<file path="src/rtl/multi_timer.sv">
// rtl/multi_timer.sv - bank of independent down-counting timer channels
// Each channel is IDLE/RUN/HOLD; commands win over the shared tick on their own channel.
module multi_timer #(
  parameter int WIDTH    = 9,
  parameter int CHANNELS = 4,
  parameter int CH_W     = 2
) (
  input  logic                clk,
  input  logic                reset,
  input  logic                tick,
  input  logic                cmd_valid,
  input  logic [1:0]          cmd_op,
  input  logic [CH_W-1:0]     cmd_ch,
  input  logic [WIDTH-1:0]    cmd_value,
  input  logic                cmd_reload,
  input  logic [CH_W-1:0]     rd_ch,
  output logic [WIDTH-1:0]    rd_count,
  output logic [CHANNELS-1:0] busy,
  output logic [CHANNELS-1:0] expire
);

  typedef enum logic [1:0] {ST_IDLE, ST_RUN, ST_HOLD} state_e;

  localparam logic [1:0] OP_START  = 2'b00;
  localparam logic [1:0] OP_PAUSE  = 2'b01;
  localparam logic [1:0] OP_RESUME = 2'b10;
  localparam logic [1:0] OP_STOP   = 2'b11;

  state_e             state_q  [CHANNELS];
  state_e             state_d  [CHANNELS];
  logic [WIDTH-1:0]   count_q  [CHANNELS];
  logic [WIDTH-1:0]   count_d  [CHANNELS];
  logic [WIDTH-1:0]   reload_q [CHANNELS];
  logic [WIDTH-1:0]   reload_d [CHANNELS];
  logic [CHANNELS-1:0] mode_q, mode_d;
  logic [CHANNELS-1:0] expire_q, expire_d;

  always_comb begin
    for (int i = 0; i < CHANNELS; i++) begin
      state_d[i]  = state_q[i];
      count_d[i]  = count_q[i];
      reload_d[i] = reload_q[i];
      mode_d[i]   = mode_q[i];
      expire_d[i] = 1'b0;
      if (cmd_valid && (cmd_ch == CH_W'(i))) begin
        case (cmd_op)
          OP_START: begin
            if (cmd_value != '0) begin
              count_d[i]  = cmd_value;
              reload_d[i] = cmd_value;
              mode_d[i]   = cmd_reload;
              state_d[i]  = ST_RUN;
            end else begin
              // A zero-length start expires immediately without ever running.
              count_d[i]  = '0;
              state_d[i]  = ST_IDLE;
              expire_d[i] = 1'b1;
            end
          end
          OP_PAUSE:  if (state_q[i] == ST_RUN)  state_d[i] = ST_HOLD;
          OP_RESUME: if (state_q[i] == ST_HOLD) state_d[i] = ST_RUN;
          OP_STOP: begin
            state_d[i] = ST_IDLE;
            count_d[i] = '0;
          end
          default: ;
        endcase
      end else if (tick && (state_q[i] == ST_RUN)) begin
        if (count_q[i] <= WIDTH'(1)) begin
          expire_d[i] = 1'b1;
          if (mode_q[i]) begin
            count_d[i] = reload_q[i];
          end else begin
            count_d[i] = '0;
            state_d[i] = ST_IDLE;
          end
        end else begin
          count_d[i] = count_q[i] - WIDTH'(1);
        end
      end
    end
  end

  always_ff @(posedge clk or posedge reset) begin
    if (reset) begin
      for (int i = 0; i < CHANNELS; i++) begin
        state_q[i]  <= ST_IDLE;
        count_q[i]  <= '0;
        reload_q[i] <= '0;
      end
      mode_q   <= '0;
      expire_q <= '0;
    end else begin
      for (int i = 0; i < CHANNELS; i++) begin
        state_q[i]  <= state_d[i];
        count_q[i]  <= count_d[i];
        reload_q[i] <= reload_d[i];
      end
      mode_q   <= mode_d;
      expire_q <= expire_d;
    end
  end

  always_comb begin
    rd_count = '0;
    busy     = '0;
    for (int i = 0; i < CHANNELS; i++) begin
      busy[i] = (state_q[i] != ST_IDLE);
      if (rd_ch == CH_W'(i)) rd_count = count_q[i];
    end
  end

  assign expire = expire_q;

endmodule

</file>
<file path="config.mk">
export PLATFORM = sky130hd
export DESIGN_NAME = multi_timer
export DESIGN_NICKNAME = d
export VERILOG_FILES = /design/src/rtl/multi_timer.sv
export SDC_FILE = /design/constraint.sdc
export NUM_CORES = 1
export LEC_CHECK = 0
export CAP_MARGIN = 10
export CORE_MARGIN = 2
export CORE_UTILIZATION = 60
export CTS_CLUSTER_DIAMETER = 60
export CTS_CLUSTER_SIZE = 30
export DETAILED_ROUTE_END_ITERATION = 6
export GPL_TIMING_DRIVEN = 0
export PLACE_DENSITY = 0.81
export SLEW_MARGIN = 20
export SYNTH_ARGS = -nofsm -noshare
export SYNTH_HDL_FRONTEND = slang
export SYNTH_SLANG_ARGS = --single-unit
</file>
<file path="constraint.sdc">
create_clock -name clk -period 3.25 [get_ports clk]
set_clock_uncertainty 0.15 [all_clocks]
set_input_delay 0.4875 -clock clk [delete_from_list [all_inputs] [get_ports clk]]
set_output_delay 0.4875 -clock clk [all_outputs]
set_load 0.005 [all_outputs]
</file>
==> results.txt <==
The CTS sink count is 88, and the cell depth of the worst hold path is 2. The clock passes through at most 2 buffers. In the layout the commonest cells are 88 x dfrtp_1, 71 x nand2_1, 34 x o21ai_0, 32 x nor2_1, 32 x a21oi_1.

Of the cells placed in the final design, the portion with a size suffix greater than 1 is 13.4%. Final hold analysis gives a worst-case slack of 0.331 ns. The worst register-to-register path begins at count_q[9]$_DFFE_PP0P_. The filler cells instantiated in the layout total 702. The share of synthesized registers carrying an async set or reset came out at 100%. The Yosys step of the flow raised 0 warnings.

The tools report the weighted congestion at the end of routability-driven global placement as 0.941. The count of nets left with antenna violations once routing finished came out at 0. The detailed-router iteration count before antenna repair is 7. From synthesis to final layout, the design area changed by 12.0%.

The number of nets in the synthesized netlist is 596. In this run the clock root is driven by a clkbuf_8. Traced cell by cell, the critical path runs through clkbuf_1, mux4_2, clkdlybuf4s50_1. The average routed wire per standard cell is 21.8 µm. The mean post-synth cell area was 9.40 µm²; the average via count per standard cell was 6.81. After floorplanning, the core was divided into 34 placement rows.

H-tree depth reported by CTS: 3. TritonCTS built the clock tree. After layout, the design draws a total of 4.46 mW. Global routing consumed, over all layers together, 33.2% of the routing resources. The worst path meets setup with 0.544 ns of slack. Sum of routed wire length over all layers: 15600 µm. The run gives 48 as the maximum number of pins on one net before global-route repair. The tools report the terminating pin of the worst hold path as reload_q[20]$_DFFE_PP0P_. The sequential share of power came out at 43.5%.

The endpoint required time on the critical path was 2.61 ns; the clock-pin transition on the worst setup and hold timing paths was 0.08 ns. Met3 layer usage reported by global route: 6.94%. The post-route minimum period was 2.71 ns. The number of port buffers works out to 28. Dividing the final minimum period by the clock period gives 83.3%.

Yosys attributes the largest share of cell area to dfrtp_1 41%, mux2_2 5.5%, nand2_1 5.0%. The synthesized design contains 0 enable-type register cells. For this run, the slowest stage of the critical path takes 0.63 ns. End of the worst register-to-register path: count_q[17]$_DFFE_PP0P_. The count of final setup violators came out at 0.

Setup repair after global routing left no endpoint under its margin. For this run, the top clock speed supported by timing is 370 MHz. For the number of standard cells after synthesis, the log shows 568.

After synthesis the netlist holds a flip-flop and latch count of 88. The final max-slew violation count was 0; the switching part of the total power was 39.7%. The worst hold path begins at reload_q[20]$_DFFE_PP0P_. The critical path data arrival time came out at 2.07 ns. For the pin with the worst max-slew slack, the measured transition is 0.899 ns. The library cell used most frequently in the layout, excluding fill and tap cells, is dfrtp_1. Of all nets on the critical path, the largest fanout is 9.

The number of antenna diodes in the final layout is 0. The final layout contains 636 nets. The via count of the first global-routing pass is 4667, and the total core area is 8680 µm². Max-cap violations in this run came to 0. The endpoint kind of the worst setup timing path is an output pin. The primary flip-flop cell chosen by synthesis mapping is dfrtp_1. The top-level port count is 37, and the post-synthesis cell area is 5340 µm². Summing over every cut layer, the via total after detailed routing is 4895. The logs give 17.6% for the clock power share and 0 for the number of setup buffers added after CTS.

The number of hold-slack violations in the final timing report was 0. For the peak supply drop, the log shows 0.000357 V. The die is 98.4 µm wide.

For this run, global-route usage on met2 was measured as 49.4%. The tools report the number of antenna violations at the first check in global routing as 0. The cell-internal power is 2.69 mW. The class of the tightest hold or removal check was reg2reg.

The sort of element at the start of the critical path is an input pin. Of the post-synthesis cell area, the dominant cell type holds 41.2%. The height of the chip was 98.4 µm. In this run, distinct cell masters in the synthesized netlist total 65. For this configuration, the core starts out at a cell density of 61.5%. The portion of the post-synthesis area used by sequential elements came out at 41.2%. The critical path in this run is classified as in2out. In this run the static leakage power is 2.55 nW. Once detailed placement completed, the half-perimeter wirelength came to 10900 µm.

Power spread over the standard cell area amounts to 745 nW/µm². The run gives 5980 µm² as the final design area excluding fillers. The setup slack of the most critical reg-to-reg path was 0.88 ns. The analysis attributes to net switching a power of 1.77 mW.

Minimum setup slack after placement: 0.256 ns. For the number of buffers inserted for hold repair after clock tree synthesis, the log shows 0. The synthesized design spends more area on one cell type than any other, namely dfrtp_1.

Headroom to the max-slew limit came out at 39.9%. Summing all placed instances gives a cell area of 5790 µm². The critical path's slowest cell was mux4_2. Clock latency on the worst-skew pair, taken at its later pin, is 0.37 ns. The tools report the global-route met1 utilization as 45.9%. The number of buffers created by CTS came out at 9. The remaining global-route overflow was 0. Busiest metal layer after global routing: met2. Post-CTS repair changed the size of 0 cells. For this run, design rule violations remaining after detail routing come to 0. The part of the total power dissipated in combinational logic was 38.8%; the area of the die was 9670 µm².

The first global-routing pass estimated 24600 µm of wire. For the worst flop-to-flop path, the logic depth is 8. The run finished with clean final reports.

DRC marker count from the first detailed-route iteration: 501. The tools report the share of the core filled with cells as 68.9%.
-- layer usage --
metal / part of all wire (%) / wire length [µm]
met1: 39 / 6160
met2: 45 / 7060
met3: 11 / 1710
met4: 4.5 / 708
met5: 0 / 0
-- flip-flops by register name, indices dropped and copies added (netlist names) --
| signal | flops |
|---|---|
| expire | 4 |
| count_q | 36 |
| state_q | 8 |
| reload_q | 36 |
| mode_q | 4 |
-- power groups by stage --
stage	Clock (mW)	Sequential, mW	Combinational, mW
3_3_place_gp	0	1.91	1.63
3_5_place_dp	0	1.93	1.70
6_report	0.786	1.94	1.73
5_1_grt	0.831	1.97	1.90
2_1_floorplan	0	1.75	1.28
4_1_cts	0.786	1.90	1.71
-- worst max-delay path, delay by kind of cell --
kind / cells / cell delay, ns
multiplexers: 1 / 0.63
buffers and inverters: 2 / 0.94
-- per-stage QoR --
stage          TNS [ns]  cells
6_report              0    719
5_1_grt               0    719
4_1_cts               0    719
3_5_place_dp          0    705
3_3_place_gp     -90.01    704
2_1_floorplan         0    568
-- synth_stat cells (all sizes together) (9+ instances only) --
| library cell | number |
|---|---|
| nor3 | 14 |
| dfrtp | 88 |
| nand2 | 73 |
| xnor2 | 13 |
| and3 | 11 |
| buf | 10 |
| mux2 | 26 |
| o21ai | 38 |
| nor2 | 32 |
| inv | 20 |
| a21oi | 32 |
| clkbuf | 24 |
| nand3 | 30 |
| mux4 | 9 |
| a31oi | 15 |
-- kinds of logic after synthesis --
logic type | share of synthesized area [%]
and+or+nand+nor | 20.0
AOI/OAI and AO/OA | 19.5
muxes | 9.84
buffers and inverters | 4.08
adders and majority gates | 1.87
xor gates and xnor gates | 3.44
DFF | 41.2
-- how the worst max path moves through the flow --
stage | start | endpoint
2_1_floorplan | reset | count_q[0]$_DFFE_PP0P_
4_1_cts | rd_ch[1] | rd_count[6]
6_report | rd_ch[1] | rd_count[6]
3_5_place_dp | cmd_op[1] | count_q[12]$_DFFE_PP0P_
3_3_place_gp | reset | reload_q[1]$_DFFE_PP0P_
5_1_grt | rd_ch[1] | rd_count[6]
-- final cells by class --
cell class | instances | area [µm²] | area share, %
multi-input cells | 426 | 2920 | 48.8
clock inverters | 3 | 42.5 | 0.711
plain buffers | 34 | 143 | 2.38
well taps | 108 | 135 | 2.26
inverters | 20 | 77.6 | 1.30
clock buffers | 11 | 151 | 2.53
repair buffers | 29 | 308 | 5.15
flip-flops and latches | 88 | 2200 | 36.8
Note: power is estimated with default switching activity, not from simulation.
